**config.mk**
```make
export PLATFORM = sky130hd
export DESIGN_NAME = task_8_timer_ctrl_flat
export DESIGN_NICKNAME = d
export VERILOG_FILES = /design/src/rtl/task_8_timer_ctrl_pkg.sv /design/src/rtl/task_8_timer_ctrl_if.sv /design/src/rtl/task_8_timer_ctrl_key_cond.sv /design/src/rtl/task_8_timer_ctrl.sv /design/src/flat_wrapper.sv
export SDC_FILE = /design/constraint.sdc
export NUM_CORES = 1
export LEC_CHECK = 0
export CORE_ASPECT_RATIO = 0.6
export CORE_MARGIN = 3
export CORE_UTILIZATION = 30
export DETAILED_ROUTE_END_ITERATION = 12
export PLACE_DENSITY = 0.55
export SKIP_LAST_GASP = 1
export SLEW_MARGIN = 10
export SYNTH_ARGS = -nofsm -noshare
export SYNTH_HDL_FRONTEND = slang
export SYNTH_SLANG_ARGS = --single-unit
```
**constraint.sdc**
```tcl
create_clock -name clk -period 4.7 [get_ports clk]
set_clock_uncertainty 0.2 [all_clocks]
set_input_delay 1.41 -clock clk [delete_from_list [all_inputs] [get_ports clk]]
set_output_delay 1.41 -clock clk [all_outputs]
set_load 0.01 [all_outputs]
```
**src/rtl/task_8_timer_ctrl_pkg.sv**
```systemverilog
// Shared encodings and sizing for the lap-timer controller.
// Build switch: TASK_8_TIMER_CTRL_DEBOUNCE_EN enables key debouncing.
package timer_pkg;

    typedef enum logic [1:0] {
        IDLE = 2'd0,
        RUN  = 2'd1,
        STOP = 2'd2
    } state_t;

    localparam int DEPTH_DEF = 10;
    localparam int ADDR_W    = 4;

endpackage

```
**src/rtl/task_8_timer_ctrl_if.sv**
```systemverilog
// Status/control bundle driven by the lap-timer controller.
// Build switch: TASK_8_TIMER_CTRL_DEBOUNCE_EN (no effect on this bundle).
interface task_8_timer_ctrl_if;
    import timer_pkg::*;

    logic              cnt_en;
    logic              wr_en;
    logic [ADDR_W-1:0] wr_addr;
    logic [ADDR_W-1:0] rd_addr;
    logic              rd_valid;
    logic              full;
    logic [1:0]        state;

    modport master (
        output cnt_en, wr_en, wr_addr, rd_addr, rd_valid, full, state
    );

    modport slave (
        input cnt_en, wr_en, wr_addr, rd_addr, rd_valid, full, state
    );

endinterface

```
**src/rtl/task_8_timer_ctrl_key_cond.sv**
```systemverilog
// Key conditioning: 2-flop sync, optional debounce, one-cycle press pulse.
// Build switch: TASK_8_TIMER_CTRL_DEBOUNCE_EN selects the debounce filter.
module timer_key_cond #(
    parameter int DEBOUNCE_CYC = 4
) (
    input  logic clk,
    input  logic rst_n,
    input  logic key_n,
    output logic press
);

    if (DEBOUNCE_CYC < 1) begin : g_bad_deb
        $error("DEBOUNCE_CYC must be at least 1");
    end

    logic s1, s2;
    logic lvl, lvl_d;
    logic seen, armed;

    always_ff @(posedge clk or negedge rst_n) begin
        if (!rst_n) begin
            s1 <= 1'b1;
            s2 <= 1'b1;
        end else begin
            s1 <= key_n;
            s2 <= s1;
        end
    end

`ifdef TASK_8_TIMER_CTRL_DEBOUNCE_EN
    localparam int CW = $clog2(DEBOUNCE_CYC + 1);
    logic [CW-1:0] db_cnt;

    always_ff @(posedge clk or negedge rst_n) begin
        if (!rst_n) begin
            lvl    <= 1'b1;
            db_cnt <= '0;
        end else if (s2 == lvl) begin
            db_cnt <= '0;
        end else if (db_cnt == CW'(DEBOUNCE_CYC - 1)) begin
            lvl    <= s2;
            db_cnt <= '0;
        end else begin
            db_cnt <= db_cnt + CW'(1);
        end
    end
`else
    assign lvl = s2;
`endif

    // Arm only after a genuinely released key has been sampled, so a
    // key held across reset never produces a press.
    always_ff @(posedge clk or negedge rst_n) begin
        if (!rst_n) begin
            lvl_d <= 1'b1;
            seen  <= 1'b0;
            armed <= 1'b0;
        end else begin
            lvl_d <= lvl;
            seen  <= 1'b1;
            if (seen && s1) armed <= 1'b1;
        end
    end

    assign press = armed & lvl_d & ~lvl;

endmodule

```
**src/rtl/task_8_timer_ctrl.sv**
```systemverilog
// Stopwatch lap controller: run/stop FSM, lap write and result browsing.
// Build switch: TASK_8_TIMER_CTRL_DEBOUNCE_EN enables key debouncing.
module task_8_timer_ctrl
    import timer_pkg::*;
#(
    parameter int DEBOUNCE_CYC = 4,
    parameter int DEPTH        = DEPTH_DEF
) (
    input  logic clk,
    input  logic key0_rst,
    input  logic key1_start_stop,
    input  logic key2_write,
    input  logic key3_show,
    task_8_timer_ctrl_if.master bus
);

    if (DEPTH < 1 || DEPTH > 15) begin : g_bad_depth
        $error("DEPTH must be in 1..15");
    end

    localparam logic [ADDR_W-1:0] DEPTH_W = ADDR_W'(DEPTH);

    logic ss_p, wr_p, sh_p;
    logic ss, wr, sh;
    logic do_wr, do_sh;

    state_t state_q, state_d;

    logic [ADDR_W-1:0] count_q, wr_addr_q, rd_addr_q;
    logic              cnt_en_q, wr_en_q, rd_valid_q, full_q;
    logic [ADDR_W-1:0] rd_inc;

    timer_key_cond #(.DEBOUNCE_CYC(DEBOUNCE_CYC)) u_key1 (
        .clk(clk), .rst_n(key0_rst), .key_n(key1_start_stop), .press(ss_p)
    );
    timer_key_cond #(.DEBOUNCE_CYC(DEBOUNCE_CYC)) u_key2 (
        .clk(clk), .rst_n(key0_rst), .key_n(key2_write), .press(wr_p)
    );
    timer_key_cond #(.DEBOUNCE_CYC(DEBOUNCE_CYC)) u_key3 (
        .clk(clk), .rst_n(key0_rst), .key_n(key3_show), .press(sh_p)
    );

    always_ff @(posedge clk or negedge key0_rst) begin
        if (!key0_rst) state_q <= IDLE;
        else           state_q <= state_d;
    end

    // Pulses are masked by priority first so the decoder sees one-hot.
    always_comb begin
        ss      = ss_p;
        wr      = wr_p & ~ss_p;
        sh      = sh_p & ~ss_p & ~wr_p;
        state_d = state_q;
        do_wr   = 1'b0;
        do_sh   = 1'b0;
        unique case (1'b1)
            ss:      state_d = (state_q == RUN) ? STOP : RUN;
            wr:      do_wr = (state_q == RUN) && (count_q < DEPTH_W);
            sh:      do_sh = (count_q != '0);
            default: ;
        endcase
    end

    assign rd_inc = rd_addr_q + ADDR_W'(1);

    always_ff @(posedge clk or negedge key0_rst) begin
        if (!key0_rst) begin
            cnt_en_q   <= 1'b0;
            wr_en_q    <= 1'b0;
            wr_addr_q  <= '0;
            count_q    <= '0;
            full_q     <= 1'b0;
            rd_addr_q  <= '0;
            rd_valid_q <= 1'b0;
        end else begin
            cnt_en_q  <= (state_d == RUN);
            wr_en_q   <= do_wr;
            wr_addr_q <= (count_q == DEPTH_W) ? DEPTH_W - ADDR_W'(1) : count_q;
            full_q    <= (count_q == DEPTH_W);
            if (do_wr) count_q <= count_q + ADDR_W'(1);
            if (do_sh) begin
                rd_valid_q <= 1'b1;
                if (!rd_valid_q || rd_inc == count_q) rd_addr_q <= '0;
                else                                  rd_addr_q <= rd_inc;
            end
        end
    end

    assign bus.cnt_en   = cnt_en_q;
    assign bus.wr_en    = wr_en_q;
    assign bus.wr_addr  = wr_addr_q;
    assign bus.rd_addr  = rd_addr_q;
    assign bus.rd_valid = rd_valid_q;
    assign bus.full     = full_q;
    assign bus.state    = state_q;

endmodule

```
**src/flat_wrapper.sv**
```systemverilog
// flat-port wrapper written by rule: the top's interface ports become plain ports
module task_8_timer_ctrl_flat import timer_pkg::*;
#(
    parameter int DEBOUNCE_CYC = 4,
    parameter int DEPTH        = DEPTH_DEF
)
  (clk, key0_rst, key1_start_stop, key2_write, key3_show, bus_cnt_en, bus_wr_en, bus_wr_addr, bus_rd_addr, bus_rd_valid, bus_full, bus_state);
  task_8_timer_ctrl_if bus_i ();
  input  logic clk;
  input  logic key0_rst;
  input  logic key1_start_stop;
  input  logic key2_write;
  input  logic key3_show;
  output wire logic [$bits(bus_i.cnt_en)-1:0] bus_cnt_en;
  output wire logic [$bits(bus_i.wr_en)-1:0] bus_wr_en;
  output wire logic [$bits(bus_i.wr_addr)-1:0] bus_wr_addr;
  output wire logic [$bits(bus_i.rd_addr)-1:0] bus_rd_addr;
  output wire logic [$bits(bus_i.rd_valid)-1:0] bus_rd_valid;
  output wire logic [$bits(bus_i.full)-1:0] bus_full;
  output wire logic [$bits(bus_i.state)-1:0] bus_state;
  assign bus_cnt_en = bus_i.cnt_en;
  assign bus_wr_en = bus_i.wr_en;
  assign bus_wr_addr = bus_i.wr_addr;
  assign bus_rd_addr = bus_i.rd_addr;
  assign bus_rd_valid = bus_i.rd_valid;
  assign bus_full = bus_i.full;
  assign bus_state = bus_i.state;
  task_8_timer_ctrl #(.DEBOUNCE_CYC(DEBOUNCE_CYC), .DEPTH(DEPTH)) u_core (.clk(clk), .key0_rst(key0_rst), .key1_start_stop(key1_start_stop), .key2_write(key2_write), .key3_show(key3_show), .bus(bus_i));
endmodule
```
==> metrics.md <==
| Metric | Value |
|---|---|
| Run status | `finished, final reports clean` |
| Achievable Freq | `0.3449 GHz` |
| Hold bufs inserted after CTS | `0` |
| Global route hottest layer | `met1` |
| Startpoint types | `flop` |
| Ratio of final minimum period to clock period | `roughly three fifths` |
| Worst Path Class, Setup | `flop to output port` |
| Initial drt markers | `36` |
| Die width | `between 80 and 90 µm` |
| Aggregate global routing overflow | `0` |
| Syn-to-layout area delta | `25.66%` |
| Mean instance size in the synthesized netlist | `13.32 µm²` |
| CTS tree | `yes` |
| Top_reg_cell synth | `sky130_fd_sc_hd__dfrtp_1` |
| Final-layout fill cell count | `between 300 and 400` |
| Buf/Inv on CP | `1` |
| Quantity of gates resized following cts | `0` |
| Distinct cells, synth | `35` |
| Hold-critical path depth | `0` |
| Pwr per Cell Area | `between 500 and 600 nW/µm²` |
| GR Util met1 | `between 10% and 20%` |
| FFs w/ async S/R, synth | `100.0%` |
| Worst R2R Path Depth | `6` |
| Crit path max fanout | `6` |
| Post-layout nets | `around 120` |
| Delay of the slowest cell on the worst path | `~570 ps` |
| Hold Crit Start | `u_core.u_key1.lvl$_DFF_PN1_` |
| Share of synthesized area occupied by flip-flops and latches | `~64%` |
| Final hold vios | `0` |
| DRT Pass-1 Iters | `4` |
| Die Ht | `around 56 µm` |
| Count of mapped cells out of synthesis | `93` |
| Total detailed-routing wirelength | `roughly 2200 µm` |
| Reported leakage power | `0.0006780 µW` |
| CP Cell Sequence | `clkdlybuf4s50_1` |
| Pins over their slew limit | `0` |
| Global routing usage on met2 | `roughly an eighth` |
| Count of antenna-violating nets left after detailed routing | `0` |
| Buffer type at the clock tree root | `sky130_fd_sc_hd__clkbuf_8` |
| Initial antenna violation count | `0` |
| Gpl congestion | `roughly 0.76` |
| Vias in the first global route | `just under 800` |
| Endpoint arrival time on the critical path | `1290 ps` |
| Number of design rule violations left after detail routing | `0` |
| GR Layer Usage met3 | `4.586%` |
| Row cnt | `17` |
| CTS clock-pin slew for the worst setup and hold paths | `approximately 60 ps` |
| Final setup slack of the worst path | `1801 ps` |
| Warnings from Yosys | `0` |
| Maximum Capacitance Violations | `0` |
| Maximum count of clock buffers along a single path | `2` |
| Average wire length per cell after detail routing | `between 10 and 15 µm` |
| Count of vias placed by the detailed router | `around 750` |
| Worst vdd ir | `between 0.0002 and 0.0003 V` |
| Latest clock arrival within the worst-skew pair | `between 200 and 300 ps` |
| Final count of negative-setup-slack endpoints | `0` |
| Post-place setup slack | `about 2100 ps` |
| Global routing usage summed across all routing layers | `10.25%` |
| Global-route wire length before repair | `3774 µm` |
| Cell area after synthesis | `1239 µm²` |
| Cell family with most CP delay | `buffers and inverters` |
| Final antenna diode count | `0` |
| Number of port buffers | `18` |
| Number of vias per cell after detailed routing | `4.583` |
| Slowest library cell on the worst path | `sky130_fd_sc_hd__clkdlybuf4s50_1` |
| Level count of the clock H-tree | `2` |
| Pin count of the biggest net entering global routing | `32` |
| Count of state elements after synthesis | `31` |
| Setup repair after global routing missed its margin | `false` |
| Setup TNS | `0 ps` |
| Die area | `between 4000 and 5000 µm²` |
| CTS Sinks | `31` |
| Number of synthesized flops with an enable pin | `0` |
| Post CTS Setup Buffer Count | `0` |
| Number of clock buffers inserted by TritonCTS | `5` |
| I/O pin count | `19` |
| Nature of the critical path endpoint | `output port` |
| Path length in cells of the critical path | `1` |
| Source of the critical timing path | `u_core.bus.rd_addr[2]$_DFFE_PN0P_` |
| Initial cell density of the core | `approximately a third` |
| Share of post-route cells with drive strength above 1 | `around a fifth` |
| Min Clock Period, post-route | `2899 ps` |
| Net Count, Synth | `about 100` |
| Required time reported for the critical path endpoint | `3090 ps` |
| Final HPWL from detailed placement | `about 1600 µm` |
| Post-Route Utilization | `roughly two fifths` |
| Worst min path class | `flop to flop` |
| R2R Path Start | `u_core.count_q[0]$_DFFE_PN0P_` |
| Area of the core | `3807 µm²` |
[sequential cells by signal, summed over array words and instances, names as in the netlist]
name	cells
u_core.bus.rd_addr	4
u_core.bus.wr_addr	4
u_core.count_q	4
u_core.bus.state	2
u_core.bus.cnt_en	1
u_core.bus.full	1
u_core.bus.rd_valid	1
u_core.bus.wr_en	1
u_core.u_key1.armed	1
u_core.u_key1.lvl	1
u_core.u_key1.lvl_d	1
u_core.u_key1.s1	1
u_core.u_key1.seen	1
u_core.u_key2.armed	1
u_core.u_key2.lvl	1
u_core.u_key2.lvl_d	1
u_core.u_key2.s1	1
u_core.u_key3.armed	1
u_core.u_key3.lvl	1
u_core.u_key3.lvl_d	1
u_core.u_key3.s1	1
[path summary, 6_finish.rpt]
path / to / slack [ps]
hold / removal: u_core.u_key1.lvl_d$_DFF_PN1_ / 160
setup / recovery: bus_rd_addr[2] / 1800
setup reg to reg: u_core.bus.rd_addr[0]$_DFFE_PN0P_ / 2750
min in group asynchronous: u_core.bus.rd_addr[3]$_DFFE_PN0P_ / 1330
hold reg to reg: u_core.u_key1.lvl_d$_DFF_PN1_ / 160
max in group asynchronous: u_core.u_key1.s1$_DFF_PN1_ / 2660
[cells in the final DEF (no fill, tap or decap), types with 3 or more instances in the layout]
cell / n
sky130_fd_sc_hd__a21o_1: 4
sky130_fd_sc_hd__clkbuf_8: 7
sky130_fd_sc_hd__clkdlybuf4s50_1: 18
sky130_fd_sc_hd__dfrtp_1: 22
sky130_fd_sc_hd__dfstp_2: 9
sky130_fd_sc_hd__ha_1: 4
sky130_fd_sc_hd__inv_1: 4
sky130_fd_sc_hd__nand2_1: 7
sky130_fd_sc_hd__nor2_1: 4
sky130_fd_sc_hd__o21ai_0: 4
sky130_fd_sc_hd__xnor2_1: 3
[report_power, final]
group	leakage (µW)	switching, µW	internal (µW)
logic	0.000277	132	153
registers	0.000349	60.3	328
clock network	0.0000515	88.9	133
[layer usage]
metal / part of all wire, % / vias to the layer above / routed length [µm]
li1: - / 361 / -
met3: 5.6 / 5 / 126
met1: 55 / 363 / 1233
met5: 0 / - / 0
met4: 1.6 / 0 / 35
met2: 38 / 18 / 838
[layout make-up]
class / count / area (µm²) / share of cell area, %
sequential: 31 / 787.0 / 50.56
multi-input combinational: 54 / 407.9 / 26.21
timing repair buffer: 19 / 187.7 / 12.06
clock buffer: 8 / 100.1 / 6.431
tap: 47 / 58.81 / 3.778
inverter: 4 / 15.01 / 0.9646
[cells by family after synthesis]
family | Yosys count | synth area share, %
adders and majority gates | 4 | 4.041
buffers and inverters | 8 | 3.534
DFF | 31 | 63.54
other | 1 | 0.3027
AOI/OAI and AO/OA | 16 | 9.596
and+or+nand+nor | 26 | 12.32
xor gates and xnor gates | 7 | 6.668
[synth_stat cells, drive strengths merged (2+ instances only)]
cell type,number,area share [%]
xor2,2,1.4
o211ai,2,1.2
nor2b,2,1.0
dfstp,9,19
o2111ai,2,1.4
clkbuf,2,0.71
ha,4,4.0
o21ai,5,2.3
inv,4,1.2
a21o,4,2.4
xnor2,4,3.4
nand3b,2,1.2
nor2,4,1.2
dfrtp,22,44
nand3,2,1.2
nand2,7,2.1
nand2b,2,1.0
[through the flow]
stage	instance area [µm²]	std cells	hold WS (ps)	total power, µW
finish	1556	163	161.6	895.9
global route	1556	163	169.9	953.4
CTS	1556	163	163.3	909.4
detailed placement	1456	155	153.9	678.6
global placement	1456	155	152.1	670.6
floorplan	1239	93	150.6	563.4
(Power assumes the default switching activity.)
